[src/rtl/game_pkg.sv]
// ---------------------------------------------------------------------------
// game_pkg
//   Shared definitions for the game controller slice: the main FSM phase
//   encodings (also consumed by main_fsm), the default number of event
//   sources and the event scheduler state enum.
// ---------------------------------------------------------------------------
package game_pkg;

  // Main FSM phase encodings (3-bit)
  localparam logic [2:0] PH_IDLE    = 3'd0;
  localparam logic [2:0] PH_1       = 3'd1;
  localparam logic [2:0] PH_2       = 3'd2;
  localparam logic [2:0] PH_3       = 3'd3;
  localparam logic [2:0] PH_4       = 3'd4;
  localparam logic [2:0] PH_SUCCESS = 3'd5;
  localparam logic [2:0] PH_FAIL    = 3'd6;

  localparam int NUM_EVENTS_DEF = 4;

  typedef enum logic [1:0] {
    SCH_IDLE   = 2'd0,
    SCH_WAIT   = 2'd1,
    SCH_ACTIVE = 2'd2,
    SCH_COOL   = 2'd3
  } sched_state_e;

  // True for the four playable phases; events are only scheduled there.
  function automatic logic phase_running(input logic [2:0] ph);
    logic r;
    case (ph)
      PH_1, PH_2, PH_3, PH_4:           r = 1'b1;
      PH_IDLE, PH_SUCCESS, PH_FAIL:     r = 1'b0;
      default:                          r = 1'b0;
    endcase
    return r;
  endfunction

endpackage

[src/rtl/event_lfsr.sv]
// ---------------------------------------------------------------------------
// event_lfsr
//   16-bit Galois LFSR (taps 16,14,13,11) used to jitter event timing and
//   event selection. Steps once per clock while en_i is high; resets to SEED.
//
// Ports:
//   clk     in  1   system clock
//   rst_n   in  1   asynchronous active-low reset
//   en_i    in  1   step enable
//   lfsr_o  out 16  current LFSR state
// ---------------------------------------------------------------------------
module event_lfsr #(
  parameter logic [15:0] SEED = 16'hACE1
) (
  input  logic        clk,
  input  logic        rst_n,
  input  logic        en_i,
  output logic [15:0] lfsr_o
);

  // Right-shifting Galois form: feedback mask for x^16+x^14+x^13+x^11+1
  localparam logic [15:0] TAP_MASK = 16'hB400;

  logic [15:0] lfsr_q;
  logic [15:0] lfsr_d;

  always_comb begin
    lfsr_d = lfsr_q;
    if (en_i) begin
      lfsr_d = {1'b0, lfsr_q[15:1]} ^ (lfsr_q[0] ? TAP_MASK : 16'h0000);
    end
  end

  always_ff @(posedge clk or negedge rst_n) begin
    if (!rst_n) lfsr_q <= SEED;
    else        lfsr_q <= lfsr_d;
  end

  assign lfsr_o = lfsr_q;

endmodule

[src/rtl/event_scheduler.sv]
// ---------------------------------------------------------------------------
// event_scheduler
//   Issues timed hazard events to the puzzle/event modules while a game
//   phase runs. Waits a phase-dependent interval, raises a one-hot request,
//   waits a bounded window for the addressed source to resolve it, then
//   cools down before the next wait. Outcome is reported as 1-cycle pulses;
//   event_fail feeds the main FSM's stability counter.
//
//   State table:
//     SCH_IDLE   | no game phase running, outputs quiet
//     SCH_WAIT   | counting down the inter-event interval
//     SCH_ACTIVE | request raised, counting down the response window
//     SCH_COOL   | event closed, counting down before the next wait
//
// Ports:
//   clk           in  1        system clock
//   rst_n         in  1        asynchronous active-low reset
//   tick          in  1        time-base strobe (1 ms nominal)
//   phase         in  3        main FSM phase encoding
//   game_enable   in  1        high while a phase is active
//   event_ack     in  N        per-source resolve level (rising edge counts)
//   event_req     out N        one-hot request, zero when no event open
//   event_id      out log2(N)  current / most recent event index
//   event_active  out 1        high while an event is open
//   event_pass    out 1        pulse: event resolved
//   event_fail    out 1        pulse: response window expired
//   countdown     out CNT_W    remaining ticks in WAIT/ACTIVE/COOL
//
// Build option:
//   EVENT_SCHED_JITTER_EN  adds LFSR jitter to WAIT length and event choice.
// ---------------------------------------------------------------------------
module event_scheduler
  import game_pkg::*;
#(
  parameter int NUM_EVENTS    = NUM_EVENTS_DEF,
  parameter int BASE_INTERVAL = 2000,
  parameter int RESP_WINDOW   = 1500,
  parameter int COOLDOWN      = 500,
  parameter int CNT_W         = 12
) (
  input  logic                          clk,
  input  logic                          rst_n,
  input  logic                          tick,
  input  logic [2:0]                    phase,
  input  logic                          game_enable,
  input  logic [NUM_EVENTS-1:0]         event_ack,
  output logic [NUM_EVENTS-1:0]         event_req,
  output logic [$clog2(NUM_EVENTS)-1:0] event_id,
  output logic                          event_active,
  output logic                          event_pass,
  output logic                          event_fail,
  output logic [CNT_W-1:0]              countdown
);

  localparam int IDW = $clog2(NUM_EVENTS);

  localparam logic [CNT_W-1:0] BASE_LD = CNT_W'(BASE_INTERVAL);
  localparam logic [CNT_W-1:0] RESP_LD = CNT_W'(RESP_WINDOW);
  localparam logic [CNT_W-1:0] COOL_LD = CNT_W'(COOLDOWN);
  localparam logic [NUM_EVENTS-1:0] ONE_HOT0 = NUM_EVENTS'(1);

  // A load of zero would never expire; run it as a single tick instead.
  function automatic logic [CNT_W-1:0] clamp1(input logic [CNT_W-1:0] v);
    return (v == '0) ? CNT_W'(1) : v;
  endfunction

  sched_state_e          state_q, state_d;
  logic [CNT_W-1:0]      cnt_q, cnt_d;
  logic [NUM_EVENTS-1:0] req_q, req_d;
  logic [IDW-1:0]        id_q, id_d;
  logic [IDW-1:0]        ptr_q, ptr_d;
  logic                  pass_q, pass_d;
  logic                  fail_q, fail_d;
  logic [NUM_EVENTS-1:0] ack_q;

  logic                  run;
  logic                  expire;
  logic                  ack_edge;
  logic [CNT_W-1:0]      jitter;
  logic [IDW-1:0]        pick;
  logic [CNT_W-1:0]      wait_ld;

`ifdef EVENT_SCHED_JITTER_EN
  logic [15:0] lfsr;

  event_lfsr #(
    .SEED (16'hACE1)
  ) u_lfsr (
    .clk    (clk),
    .rst_n  (rst_n),
    .en_i   (1'b1),
    .lfsr_o (lfsr)
  );

  assign jitter = CNT_W'(lfsr[6:0]);
  // Never repeat the previous event back to back.
  assign pick   = (lfsr[IDW-1:0] == id_q) ? (lfsr[IDW-1:0] + 1'b1) : lfsr[IDW-1:0];
`else
  assign jitter = '0;
  assign pick   = ptr_q;
`endif

  assign run      = game_enable & phase_running(phase);
  assign expire   = tick & (cnt_q == CNT_W'(1));
  assign ack_edge = event_ack[id_q] & ~ack_q[id_q];
  // Phase is sampled here at load time; later phase changes wait for the next load.
  assign wait_ld  = clamp1((BASE_LD >> (phase - 3'd1)) + jitter);

  always_comb begin
    state_d = state_q;
    cnt_d   = cnt_q;
    req_d   = req_q;
    id_d    = id_q;
    ptr_d   = ptr_q;
    pass_d  = 1'b0;
    fail_d  = 1'b0;

    if (!run) begin
      state_d = SCH_IDLE;
      cnt_d   = '0;
      req_d   = '0;
    end else begin
      case (state_q)
        SCH_IDLE: begin
          state_d = SCH_WAIT;
          cnt_d   = wait_ld;
        end
        SCH_WAIT: begin
          if (expire) begin
            state_d = SCH_ACTIVE;
            cnt_d   = clamp1(RESP_LD);
            id_d    = pick;
            req_d   = ONE_HOT0 << pick;
            ptr_d   = ptr_q + 1'b1;
          end else if (tick) begin
            cnt_d = cnt_q - 1'b1;
          end
        end
        SCH_ACTIVE: begin
          // Ack is checked first so it wins over a coincident expiry.
          if (ack_edge) begin
            state_d = SCH_COOL;
            cnt_d   = clamp1(COOL_LD);
            req_d   = '0;
            pass_d  = 1'b1;
          end else if (expire) begin
            state_d = SCH_COOL;
            cnt_d   = clamp1(COOL_LD);
            req_d   = '0;
            fail_d  = 1'b1;
          end else if (tick) begin
            cnt_d = cnt_q - 1'b1;
          end
        end
        SCH_COOL: begin
          if (expire) begin
            state_d = SCH_WAIT;
            cnt_d   = wait_ld;
          end else if (tick) begin
            cnt_d = cnt_q - 1'b1;
          end
        end
        default: begin
          state_d = SCH_IDLE;
          cnt_d   = '0;
          req_d   = '0;
        end
      endcase
    end
  end

  always_ff @(posedge clk or negedge rst_n) begin
    if (!rst_n) begin
      state_q <= SCH_IDLE;
      cnt_q   <= '0;
      req_q   <= '0;
      id_q    <= '0;
      ptr_q   <= '0;
      pass_q  <= 1'b0;
      fail_q  <= 1'b0;
      ack_q   <= '0;
    end else begin
      state_q <= state_d;
      cnt_q   <= cnt_d;
      req_q   <= req_d;
      id_q    <= id_d;
      ptr_q   <= ptr_d;
      pass_q  <= pass_d;
      fail_q  <= fail_d;
      // Sampled in every state so a level already high at request time is not an edge.
      ack_q   <= event_ack;
    end
  end

  assign event_req    = req_q;
  assign event_id     = id_q;
  assign event_active = (state_q == SCH_ACTIVE);
  assign event_pass   = pass_q;
  assign event_fail   = fail_q;
  assign countdown    = cnt_q;

endmodule

[config.mk]
export PLATFORM = sky130hd
export DESIGN_NAME = event_scheduler
export DESIGN_NICKNAME = d
export VERILOG_FILES = /design/src/rtl/game_pkg.sv /design/src/rtl/event_lfsr.sv /design/src/rtl/event_scheduler.sv
export SDC_FILE = /design/constraint.sdc
export NUM_CORES = 1
export LEC_CHECK = 0
export CAP_MARGIN = 20
export CORE_ASPECT_RATIO = 1.4
export CORE_MARGIN = 2
export CORE_UTILIZATION = 55
export CTS_BUF_LIST = sky130_fd_sc_hd__clkbuf_8
export DETAILED_ROUTE_END_ITERATION = 7
export PLACE_DENSITY = 0.92
export SLEW_MARGIN = 20
export SYNTH_ARGS = -nofsm -noshare
export SYNTH_HDL_FRONTEND = slang
export SYNTH_SLANG_ARGS = --single-unit
[constraint.sdc]
create_clock -name clk -period 2.3 [get_ports clk]
set_input_delay 0.575 -clock clk [delete_from_list [all_inputs] [get_ports clk]]
set_output_delay 0.575 -clock clk [all_outputs]
set_load 0.01 [all_outputs]
==> results of run 1 <==
==> what timing repair did <==
| action | in CTS | in global routing |
|---|---|---|
| setup buffers | 0 | 1 |
| gates resized for setup | 8 | 13 |
| pin swaps | 3 | 6 |
| endpoints found under the setup margin | 22 | 15 |
==> state kept, by name, summed over array words and instances (netlist names) <==
| name | cells |
|---|---|
| pick | 2 |
| event_fail | 1 |
| event_req | 4 |
| event_id | 2 |
| event_pass | 1 |
| ack_q | 4 |
| state_q | 2 |
| countdown | 12 |
==> cells by family after synthesis <==
family | count (synthesis)
buffers and inverters | 26
AO/OA/AOI/OAI | 39
XOR/XNOR | 8
adder cells (fa/ha/maj) | 18
flip-flops | 28
multiplexers | 4
AND/OR/NAND/NOR | 84
==> stage by stage <==
step	cells	utilization [%]
4_1_cts	315	78.95
2_1_floorplan	207	-
5_1_grt	316	80.52
3_3_place_gp	312	77.01
3_5_place_dp	312	77.01
6_report	316	80.52
==> cell usage in the layout, fill, tap and decap left out, types with 2 or more instances in the layout <==
cell type	instances
buf_4	43
dfrtp_1	28
clkdlybuf4s50_1	28
ha_1	16
nand2_1	14
inv_1	12
nor2_1	12
a21oi_1	11
nor3_1	10
nand3_1	8
nand2b_1	6
o21ai_0	6
or4_1	5
xnor2_1	5
nor4_1	4
o22ai_1	4
nand4_1	4
inv_2	3
mux2_2	3
xor2_1	3
o32ai_1	3
clkbuf_8	3
nand3b_1	2
or4bb_1	2
nor3_2	2
and3_1	2
a21boi_0	2
a2111oi_2	2
ha_4	2
clkdlybuf4s15_1	2
buf_6	2
==> cell type report <==
| cell class | count | area [um^2] | area share, % |
|---|---|---|---|
| Sequential cell | 28 | 700.7 | 26.00 |
| Multi-Input combinational cell | 153 | 1182 | 43.87 |
| Inverter | 16 | 62.56 | 2.321 |
| Tap cell | 40 | 50.05 | 1.857 |
| Clock buffer | 3 | 41.29 | 1.532 |
| Timing Repair Buffer | 76 | 658.1 | 24.42 |
==> synth_stat cells, drive strengths merged (2+ instances only) <==
library cell | count | area share (%)
dfrtp | 28 | 37
ha | 18 | 12
inv | 16 | 3.1
nand2 | 14 | 2.7
nor2 | 13 | 2.5
nor3 | 12 | 3.1
a21oi | 11 | 2.9
nand3 | 8 | 2.1
clkbuf | 7 | 1.4
nand2b | 6 | 2.0
o21ai | 6 | 1.6
nor4 | 5 | 2.4
or4 | 5 | 2.0
xnor2 | 5 | 2.3
nand4 | 4 | 1.3
o22ai | 4 | 1.3
and3 | 3 | 0.98
buf | 3 | 0.91
mux2 | 3 | 1.8
o32ai | 3 | 1.4
xor2 | 3 | 1.4
a2111oi | 2 | 1.6
a21boi | 2 | 0.78
and4 | 2 | 0.91
nand3b | 2 | 0.78
o41ai | 2 | 0.91
or4b | 2 | 1.0
or4bb | 2 | 1.2
==> worst reg2reg max path: stages, from the launching register on <==
cell and delay (ns):
dfrtp_1 0.41, or4_1 0.62, nor4_4 0.27, buf_4 0.21, buf_4 0.14, o22ai_1 0.14
nand2_1 0.11, a21oi_1 0.08
==> worst paths after layout <==
path	depth (start not counted)	slack [ns]	end
worst min register to register	2	0.53	event_req[1]
max in group asynchronous	2	1.36	countdown[7]
min in group asynchronous	2	0.68	state_q[0]
worst max register to register	7	0.20	event_req[2]
worst max-delay path	6	0.02	countdown[1]
worst min-delay path	2	0.53	event_req[1]
==> power by group <==
part	switching, uW	total [uW]	internal, uW	leakage [uW]
Sequential	30.3	546	516	0.000376
Combinational	253	493	239	0.000794
Clock	137	255	117	0.0000216
Total	421	1290	873	0.00119
==> routing by layer <==
metal	track usage [%]	routed length [um]	vias up	share of wire, %
met1	32.59	2071	921	38
met3	3.659	219	25	4.0
met2	51.49	2918	73	54
met4	14.81	220	0	4.1
met5	0	0	-	0
li1	-	-	899	-
==> impl_metrics.csv, run 1 <==
group,metric,value,unit
worst_setup_path,required,2.45,ns
worst_setup_path,cp_slowest_stage_delay,0.48,ns
sta,finalHoldViolCount,0,
sta,setup_slack,0.02442,ns
clocking,cts.sinks,28,
clocking,hold_buffers,0,
sta,period_needed,2.276,ns
die,coreArea,0.003347,mm^2
route,drt_first_pass_iters,4,
placement,gp_congestion,0.9702,
global_route,first_global_vias,1919,
pwr,powerDensity,480.1,mW/mm^2
worst_setup_path,arrival,2.43,ns
clocking,clock_latency,0.27,ns
sta,worst_pin_slew,0.4373,ns
outcome,outcome,"complete, no violations",
logic_synthesis,ys_warn_count,0,
die,ios,32,
route,routed_via_density,6.070,
route,num_vias,1918,
route,ant_nets,0,
route,drc,0,
worst_setup_path,critPathTopFamily,"simple AND/OR/NAND/NOR gates",
route,drt-total-wl,5430,um
finish,final_cell_area,0.002695,mm^2
sta,setup-tns-final,0,ns
worst_setup_path,end_kind,"register",
worst_setup_path,crit_path_start_kind,"primary input",
logic_synthesis,synth_cells,207,
logic_synthesis,synth_compound_area_share,14.63,%
sta,fin_crit_sh,98.94,%
finish,nFillCells,182,
clocking,htreeDepth,1,
logic_synthesis,ys_types,46,
logic_synthesis,ys_ff_latch,28,
logic_synthesis,synth_xor_area_share,3.658,%
pwr,leakage,0.001192,uW
worst_setup_path,cp_slowest_cell,"clkdlybuf4s50_1",
route,drt_iter0_markers,81,
sta,relSlewSlack,70.58,%
worst_setup_path,path_max_fanout,4,
sta,hold_ws,0.5256,ns
clocking,cts_buffers,3,
global_route,grt_max_degree,29,
placement,dp_hpwl,4018,um
finish,area_growth,40.69,%
route,wl_per_cell,17.18,um
worst_setup_path,startpoint,"event_ack[0]",
logic_synthesis,synth_top_family_by_area,"simple AND/OR/NAND/NOR gates",
logic_synthesis,synthFlopType,"dfrtp_1",
pwr,power.total,1294,uW
worst_setup_path,r2r_start,"countdown[8]",
die,initial_utilization,57.23,%
logic_synthesis,synth_area_per_cell,9.254,um^2
finish,drive_gt1_share,25.36,%
clocking,clockBufferDepth,2,
global_route,grt_first_pass_wirelength,8487,um
sta,fin_worst_skew,0.003493,ns
logic_synthesis,muxShareOfSynthArea,2.286,%
logic_synthesis,synth.net_count,236,
sta,fmax,439.4,MHz
placement,portBuffers,31,
worst_setup_path,cp_num_buf_inv,1,
logic_synthesis,seq_area_frac_synth,36.58,%
global_route,track_usage,28.98,%
global_route,grt_overflow,0,
sta,setup_viol,0,
logic_synthesis,synth_edf_count,0,
hold_path,hp-start,"event_req[1]",
clocking,cts_tree,"done",
worst_setup_path,worstPathCellList,"clkdlybuf4s50_1 > or4b_4 > and4_4 > a211oi_4 > or4_1 > o22ai_1",
die,die_x,53.88,um
die,fp.dieH,73.83,um
worst_setup_path,path_class,"primary input to register",
logic_synthesis,synth-simple-area-share,25.67,%
die,placementRows,25,
placement,dp_slack,-0.4992,ns
logic_synthesis,synthAdderAreaFrac,11.76,%
sta,slew_viol_final,0,
logic_synthesis,netlist_area,0.001916,mm^2
finish,antenna_cells,0,
placement,dpl_cell_area,0.002577,mm^2
pwr,irDropWorstVdd,0.4232,mV
run,cap_viol_max_count,0,
hold_path,hp-class,"register to register",
die,die_area,0.003978,mm^2
clocking,root_buffer,"clkbuf_8",
global_route,antenna_found_initial,0,
clocking,clk_pin_slew_worst_paths,0.08,ns
logic_synthesis,async_flop_share,100.0,%
finish,nets,307,
(Power assumes the default switching activity.)
==> run 2, diff against run 1 <==
--- a/config.mk
+++ b/config.mk
@@ -12,7 +12,7 @@
 export CTS_BUF_LIST = sky130_fd_sc_hd__clkbuf_8
 export DETAILED_ROUTE_END_ITERATION = 7
 export PLACE_DENSITY = 0.92
-export SLEW_MARGIN = 20
+export SLEW_MARGIN = 10
 export SYNTH_ARGS = -nofsm -noshare
 export SYNTH_HDL_FRONTEND = slang
 export SYNTH_SLANG_ARGS = --single-unit
==> results of run 2 <==
No change in the layout: final DEF, timing and power equal those of run 1.
